[src/rtl/dynamic_branch_predictor.sv]
// Table of 2-bit saturating counters for conditional branches. Untrained entries fall back to backward-taken.
// Optional gshare indexing via DYN_BP_GSHARE_EN; prediction is combinational, training is registered at resolve.
module dynamic_branch_predictor #(
   parameter int DATA_WIDTH  = 32,
   parameter int INDEX_BITS  = 6,
   parameter int COUNT_WIDTH = 16
) (
   input  logic                   clk,
   input  logic                   rst_n,
   input  logic                   Branch_d,
   input  logic [DATA_WIDTH-1:0]  PC_d,
   input  logic [DATA_WIDTH-1:0]  ImmExt_d,
   output logic                   predict_taken,
   output logic [DATA_WIDTH-1:0]  predict_target,
   output logic [INDEX_BITS-1:0]  pred_index_d,
   input  logic                   Branch_e,
   input  logic [INDEX_BITS-1:0]  upd_index_e,
   input  logic                   taken_e,
   input  logic                   predicted_e,
   output logic                   mispredict_e,
   output logic [COUNT_WIDTH-1:0] branch_count,
   output logic [COUNT_WIDTH-1:0] mispredict_count
);

   localparam int ENTRIES = 1 << INDEX_BITS;
   localparam logic [COUNT_WIDTH-1:0] COUNT_ONE = {{(COUNT_WIDTH-1){1'b0}}, 1'b1};

   logic [1:0]            ctr [ENTRIES];
   logic [ENTRIES-1:0]    valid;
   logic [INDEX_BITS-1:0] pc_index;
   logic                  static_taken;

   assign pc_index       = PC_d[INDEX_BITS+1:2];
   assign predict_target = PC_d + ImmExt_d;
   assign static_taken   = (predict_target < PC_d);

`ifdef DYN_BP_GSHARE_EN
   logic [INDEX_BITS-1:0] ghr;

   assign pred_index_d = pc_index ^ ghr;

   // History advances only on resolved branches, so it never needs repair.
   always_ff @(posedge clk or negedge rst_n) begin
      if (!rst_n)
         ghr <= '0;
      else if (Branch_e)
         ghr <= {ghr[INDEX_BITS-2:0], taken_e};
   end
`else
   assign pred_index_d = pc_index;
`endif

   always_comb begin
      predict_taken = 1'b0;
      if (rst_n && Branch_d)
         predict_taken = valid[pred_index_d] ? ctr[pred_index_d][1] : static_taken;
   end

   assign mispredict_e = rst_n & Branch_e & (predicted_e != taken_e);

   // Untrained entries sit at 01, so the first update lands on 10 or 00 naturally.
   always_ff @(posedge clk or negedge rst_n) begin
      if (!rst_n) begin
         valid <= '0;
         for (int i = 0; i < ENTRIES; i++)
            ctr[i] <= 2'b01;
      end else if (Branch_e) begin
         valid[upd_index_e] <= 1'b1;
         if (taken_e) begin
            if (ctr[upd_index_e] != 2'b11)
               ctr[upd_index_e] <= ctr[upd_index_e] + 2'd1;
         end else begin
            if (ctr[upd_index_e] != 2'b00)
               ctr[upd_index_e] <= ctr[upd_index_e] - 2'd1;
         end
      end
   end

   always_ff @(posedge clk or negedge rst_n) begin
      if (!rst_n) begin
         branch_count     <= '0;
         mispredict_count <= '0;
      end else if (Branch_e) begin
         if (branch_count != '1)
            branch_count <= branch_count + COUNT_ONE;
         if (mispredict_e && (mispredict_count != '1))
            mispredict_count <= mispredict_count + COUNT_ONE;
      end
   end

endmodule

[config.mk]
export PLATFORM = sky130hd
export DESIGN_NAME = dynamic_branch_predictor
export DESIGN_NICKNAME = d
export VERILOG_FILES = /design/src/rtl/dynamic_branch_predictor.sv
export SDC_FILE = /design/constraint.sdc
export NUM_CORES = 1
export LEC_CHECK = 0
export CORE_MARGIN = 4
export CORE_UTILIZATION = 58
export DETAILED_ROUTE_END_ITERATION = 7
export PLACE_DENSITY = 0.82
export RECOVER_POWER = 25
export SETUP_SLACK_MARGIN = 0.3
export SYNTH_ARGS = -nofsm -noshare
export SYNTH_HDL_FRONTEND = slang
export SYNTH_SLANG_ARGS = --single-unit
[constraint.sdc]
create_clock -name clk -period 4.12 [get_ports clk]
set_input_delay 0.412 -clock clk [delete_from_list [all_inputs] [get_ports clk]]
set_output_delay 0.412 -clock clk [all_outputs]
set_load 0.05 [all_outputs]
==> results of run 1 <==
critical path, cell delays in order:
cell             delay, ns
clkdlybuf4s15_1       0.21
ha_4                  0.27
o211ai_1              0.22
o211ai_1              0.18
a21o_1                0.23
o31a_1                0.34
a221oi_4              0.28
o21ai_2               0.12
xor2_4                0.21
ha_4                  0.24
a21o_1                0.15
a21o_1                0.16
a21oi_2               0.17
o32ai_4               0.10
nor4_2                0.34
a21oi_2               0.13
mux2i_4               0.19
buf_12                0.16
cell usage after synthesis, types with 4 or more instances:
cell type	n
buf_6	7
or2_2	9
nor2_1	64
nand3_1	21
xor2_1	30
nor3b_1	4
clkbuf_1	35
dfstp_2	64
buf_4	10
nor2b_1	10
and3_1	10
and4_1	6
dfrtp_1	160
o22ai_1	17
mux2_2	81
xnor2_1	29
buf_2	7
a21oi_1	43
a21o_1	53
nand4_1	22
a221oi_1	10
ha_1	65
o21ai_0	87
and2_1	7
inv_1	45
a31oi_1	7
nand2b_1	5
o221ai_1	6
mux2i_1	24
a211oi_1	4
o31a_1	4
o21bai_1	35
o211ai_1	8
mux4_2	46
or3_1	4
nand2_1	167
a22oi_1	4
worst paths after layout:
| kind | cells after the start | to | slack (ns) | start |
|---|---|---|---|---|
| setup / recovery | 18 | predict_taken | -0.42 | ImmExt_d[2] |
| hold / removal | 2 | branch_count[15]$_DFFE_PN0P_ | 0.42 | rst_n |
| setup reg to reg | 8 | ctr[17]$_DFFE_PN0P_ | 0.50 | flip-flop |
| hold reg to reg | 1 | valid[60]$_DFFE_PN0P_ | 0.45 | valid[60]$_DFFE_PN0P_ |
| max in group asynchronous | 3 | valid[32]$_DFFE_PN0P_ | 1.03 | rst_n |
| min in group clk | 1 | valid[60]$_DFFE_PN0P_ | 0.45 | valid[60]$_DFFE_PN0P_ |
layout make-up:
| cell class | count | area [um2] |
|---|---|---|
| inverters | 47 | 176.4 |
| repair buffers | 331 | 3133 |
| well taps | 285 | 356.6 |
| diodes | 1 | 2.502 |
| multi-input cells | 929 | 7762 |
| clock inverters | 13 | 188.9 |
| fillers | 1296 | 4707 |
| flip-flops and latches | 224 | 5685 |
| clock buffers | 29 | 628.1 |
per-stage QoR:
| step | cells | worst slack (ns) | power (uW) | utilization |
|---|---|---|---|---|
| floorplan | 1262 | -0.3548 | 4523 | - |
| global placement | 1804 | -0.7328 | 5610 | 0.7338 |
| detailed placement | 1804 | -0.9301 | 5716 | 0.7338 |
| CTS | 1858 | -0.3130 | 8080 | 0.7914 |
| global route | 1859 | -0.4924 | 8453 | 0.7921 |
| finish | 1859 | -0.4155 | 8107 | 0.7921 |
power by group through the flow:
| stage | Combinational [uW] | Clock [uW] | Sequential (uW) |
|---|---|---|---|
| CTS | 2840 | 2270 | 2970 |
| finish | 2880 | 2250 | 2970 |
| global route | 3060 | 2380 | 3020 |
| floorplan | 1440 | 0 | 3080 |
| global placement | 2650 | 0 | 2960 |
| detailed placement | 2730 | 0 | 2990 |
logic make-up after synthesis:
kind of cell             Yosys count  share of synthesized area
multiplexers                     152                     0.1656
buffers and inverters            109                    0.03799
AND/OR/NAND/NOR                  347                     0.1205
flip-flops                       224                     0.4252
AO/OA/AOI/OAI                    305                     0.1497
XOR/XNOR                          59                    0.03864
adder cells (fa/ha/maj)           66                    0.06232
layer usage:
| metal | wire length (um) | vias up |
|---|---|---|
| met5 | 0 | - |
| li1 | - | 5196 |
| met3 | 3408 | 146 |
| met1 | 16520 | 5785 |
| met4 | 1807 | 0 |
| met2 | 19700 | 620 |
what timing repair did:
action / CTS / global route
pin swaps: 76 / 10
hold endpoints to repair: 34 / 0
setup endpoints to repair: 1 / 11
hold buffers: 1 / 0
resized for setup: 135 / 11
gates cloned: 0 / 0
setup buffers: 11 / 0
==> run_results.csv, run 1 <==
group,metric,value,unit
sta,fin_crit,4.535,ns
power,p_leak,0.008158,uW
cts,clk_pin_slew_worst_paths,0.06,ns
sta,tightest_slew,2.305,ns
synth,async_flop_share,1.000,
power,power_frac_clock,0.277,
worst_setup_path,cp.required,3.71,ns
sta,whs,0.4187,ns
layout,layout.nets,1698,
synth,syn-num-nets,1404,
floorplanning,num_rows,55,
global_route,grt_pass1_vias,12390,
power,power.density,452.1,nW/um2
synth,netlist_area,13370,um2
synth,yosys_warnings,0,
route,wire_per_inst,22.29,um
global_route,grt_max_degree,176,
synth,synth_edf_count,0,
synth,netlist_top_cells_area,"dfrtp_1, dfstp_2, mux4_2, mux2_2, ha_1",
global_route,antenna_found_initial,1,
sta,grt_setup_unrepaired,"true",
cts,cts_buffer_depth,3,
layout,finish.instance_area,17930,um2
cts,numCtsBuffers,23,
global_route,grt_usage,0.3218,
cts,cts_tree,"done",
worst_setup_path,cp-end-kind,"output pin",
place,place_hpwl,29.15,mm
route,postRouteAntennaNets,0,
sta,fmax,220.5,MHz
global_route,busiest_layer,"met2",
layout,layout_commonest_cell,"buf_4",
layout,final_cell_mix,"buf_4, nand2_1, dfrtp_1",
global_route,use_met2,0.5286,
worst_setup_path,arrival,4.12,ns
layout,drive_gt1_frac,0.3395,
route,drt_iter0_markers,1191,
sta,finalMaxSlewViolations,176,
floorplanning,die_h,159.8,um
sta,finalSetupViolCount,100,
cts,cts_root_buffer,"clkbuf_16",
synth,synth.avg_cell_area,10.60,um2
worst_setup_path,worstPathMaxFanout,3,
synth,yosysSeqAreaShare,0.4252,
floorplanning,start_util,0.5906,
floorplanning,fp.dieW,159.8,um
sta,layout_worst_path_cycle_share,1.101,
worst_setup_path,crit_type,"input pin to output pin",
run,drv_cap,1,
layout,area_growth,34.12,%
global_route,grt_pass1_wl,66.76,mm
floorplanning,die-area,25550,um2
place,place_congestion,0.9971,
cts,insertion_delay,0.54,ns
global_route,met3_usage,0.06039,
synth,synth_cells,1262,
route,dr_total_vias,11750,
sta,slew_headroom,-0.5367,
synth,ys_types,66,
cts,clock_sinks,224,
outcome,violations,"max-capacitance violations, max-slew violations, negative setup slack",
power,p_sw_frac,0.3387,
floorplanning,ios,148,
route,first_pass_iters,5,
power,ir_worst_vdd,545.6,uV
route,wirelength,41.44,mm
sta,fin_tns_setup,-9.266,ns
global_route,globalRouteMet1Util,0.4277,
power,intPower,5362,uW
cts,htreeDepth,1,
worst_hold_path,hp-class,"input pin to asynchronous set/reset pin",
worst_setup_path,crit_path_start_kind,"input pin",
synth,synth_seq_cells,224,
place,placed_area,16610,um2
outcome,status,"complete, but fails checks",
power,seqPwrFrac,0.367,
place,portBuffers,147,
power,combPwrFrac,0.356,
power,switching_power,2746,uW
synth,synth_top_area_cell,"dfrtp_1",
route,drcViolationCount,0,
global_route,overflow,0,
sta,fin_worst_skew,0.02211,ns
floorplanning,coreArea,22640,um2
route,viasPerCell,6.319,
synth,ys.flop_type,"dfrtp_1",
sta,fin_ws,-0.4155,ns
synth,synth_top_area_frac,0.2994,
sta,hold_viol,0,
(Power assumes the default switching activity.)
==> run 2: changes to the inputs <==
==> constraint.sdc (replaced) <==
create_clock -name clk -period 4.12 [get_ports clk]
set_input_delay 0.412 -clock clk [delete_from_list [all_inputs] [get_ports clk]]
set_output_delay 0.412 -clock clk [all_outputs]
set_load 0.1 [all_outputs]
==> run_results.csv, run 2 (synthesized netlist as in run 1, its figures left out) <==
group,metric,value,unit
layout,layout_commonest_cell,"buf_4",
layout,multi_input_area,7923,um2
route,wirelength,42.86,mm
run,drv_cap,2,
route,viasPerCell,6.432,
sta,layout_worst_path_cycle_share,1.112,
power,switching_power,3244,uW
sta,fin_tns_setup,-0.4604,ns
place,dp_slack,-0.8474,ns
sta,fin_ws,-0.4604,ns
place,place_hpwl,29.58,mm
floorplanning,start_util,0.5906,
layout,layout.nets,1709,
power,ir_worst_vdd,845.1,uV
worst_setup_path,cp-end-kind,"output pin",
power,power_frac_clock,0.242,
global_route,grt_pass1_wl,67.72,mm
layout,n_antenna_cell,0,
cts,clk_pin_slew_worst_paths,0.06,ns
global_route,grt_usage,0.3265,
power,intPower,5271,uW
sta,finalSetupViolCount,1,
worst_setup_path,r2r-end,"ctr[113]$_DFFE_PN0P_",
cts,insertion_delay,0.52,ns
route,first_pass_iters,6,
worst_setup_path,slowest_stage,"clkdlybuf4s50_1",
cts,numCtsBuffers,23,
global_route,grt_max_degree,68,
layout,final_cell_mix,"buf_4, nand2_1, dfrtp_1",
power,p_total,8515,uW
outcome,status,"complete, but fails checks",
worst_setup_path,arrival,4.17,ns
sta,grt_setup_unrepaired,"true",
sta,tightest_slew,2.982,ns
layout,drive_gt1_frac,0.3681,
route,drcViolationCount,0,
cts,cts_tree,"done",
layout,area.sequential,5685,um2
layout,area_growth,35.44,%
route,dr_total_vias,12020,
cts,cts_root_buffer,"clkbuf_16",
worst_hold_path,hp-class,"input pin to asynchronous set/reset pin",
worst_setup_path,path_cells,"clkdlybuf4s50_1 -> ha_1 -> a21oi_2 -> nand3_1 -> o211ai_1 -> nand2_2 -> buf_6 -> a311oi_4 -> ha_1 -> nand4_1 -> or3_4 -> o32ai_4 -> nor4_2 -> a21oi_2 -> mux2i_4 -> buf_12",
global_route,overflow,0,
sta,fin_worst_skew,0.02464,ns
sta,finalMaxSlewViolations,119,
floorplanning,coreArea,22640,um2
floorplanning,die-area,25550,um2
route,postRouteAntennaNets,0,
sta,fin_crit,4.580,ns
worst_setup_path,cp.required,3.71,ns
worst_setup_path,critPathBufInv,3,
route,wire_per_inst,22.93,um
power,seqPwrFrac,0.350,
cts,cts_buffer_depth,3,
layout,fill_cells,1299,
floorplanning,fp.dieW,159.8,um
global_route,grt_pass1_vias,12560,
cts,htreeDepth,1,
place,portBuffers,147,
worst_setup_path,max_stage_delay,0.47,ns
power,p_sw_frac,0.3810,
place,placed_area,16700,um2
worst_setup_path,setup.worst_path.start,"PC_d[22]",
sta,fmax,218.3,MHz
power,combPwrFrac,0.409,
floorplanning,die_h,159.8,um
worst_setup_path,crit_family,"compound AO/OA/AOI/OAI gates",
worst_setup_path,reg2reg_slack,0.66,ns
power,p_leak,0.008249,uW
worst_setup_path,worstPathMaxFanout,3,
cts,clock_sinks,224,
floorplanning,num_rows,55,
place,place_congestion,0.9201,
power,power.density,470.2,nW/um2
worst_setup_path,cp-endpoint,"predict_taken",
worst_setup_path,rr_worst_depth,11,
worst_setup_path,cp_num_cells,16,
layout,utilization,0.7999,
sta,slew_headroom,-0.9881,
global_route,antenna_found_initial,0,
floorplanning,ios,148,
worst_setup_path,crit_type,"input pin to output pin",
sta,hold_viol,0,
outcome,violations,"max-capacitance violations, max-slew violations, negative setup slack",
route,drt_iter0_markers,1250,
layout,finish.instance_area,18110,um2
worst_setup_path,crit_path_start_kind,"input pin",
==> run 2: cell types whose count changed in the layout (fill, tap and decap cells not counted), sizes merged, moves of 3 or more <==
cell,delta
buf,+22
dlygate4sd2,-18
clkbuf,+9
bufinv,-3
clkdlybuf4s15,+3
clkdlybuf4s50,-3
clkinv,+3
==> run 2: power groups by stage <==
stage	clock network (uW)	registers [uW]	logic (uW)
after floorplan	0	3290	1740
after global placement	0	2960	3190
after detailed placement	0	2990	3270
after CTS	2080	2970	3380
after global routing	2180	3020	3660
final	2060	2980	3480
==> run 2: area by class of cell <==
| type | instances | share of cell area |
|---|---|---|
| multi-input combinational | 929 | 0.4375 |
| sequential | 224 | 0.3139 |
| timing repair buffer | 342 | 0.1776 |
| clock buffer | 31 | 0.03676 |
| tap | 285 | 0.01969 |
| inverter | 47 | 0.009742 |
| clock inverter | 11 | 0.004767 |
==> run 2: per-layer routing <==
layer  global-route usage  routed length, um  up-vias
met2               0.5650              21270      738
met1               0.4117              16130     5909
li1                     -                  -     5215
met5                    0                  0        -
met3              0.06735               3716      159
met4               0.1118               1741        0
==> run 2: how the worst min path moves through the flow <==
| stage | cells after the start | slack [ns] | start | endpoint |
|---|---|---|---|---|
| 2_1_floorplan | 0 | 0.12 | rst_n | branch_count[0]$_DFFE_PN0P_ |
| 3_3_place_gp | 1 | 0.33 | rst_n | ctr[69]$_DFFE_PN0P_ |
| 3_5_place_dp | 1 | 0.34 | rst_n | ctr[75]$_DFFE_PN0P_ |
| 4_1_cts | 2 | 0.39 | rst_n | ctr[69]$_DFFE_PN0P_ |
| 5_1_grt | 2 | 0.42 | rst_n | ctr[75]$_DFFE_PN0P_ |
| 6_report | 2 | 0.39 | rst_n | ctr[75]$_DFFE_PN0P_ |
==> run 2: repair_timing <==
item                       in CTS  in global routing
hold buffers                    1                  0
gates resized for setup       158                 45
setup endpoints to repair       1                  3
hold endpoints to repair       38                  0
setup buffers                  13                  4
pin swaps                      77                 51
==> run 2: through the flow <==
step | std cells | hold slack [ns]
6_report | 1869 | 0.3850
3_3_place_gp | 1809 | 0.3345
3_5_place_dp | 1809 | 0.3389
2_1_floorplan | 1262 | 0.1164
5_1_grt | 1869 | 0.4183
4_1_cts | 1865 | 0.3873
==> run 2: worst reg2reg max path: stages (launching register included) <==
cell and delay, ns:
dfstp_2 0.53, mux4_1 0.25, mux2i_1 0.10, a32o_1 0.26
or3_1 0.31, or3_4 0.38, ha_1 0.19, mux2i_1 0.17
nand3_1 0.11, or2_2 0.43, nor2_1 0.25, mux2_2 0.37
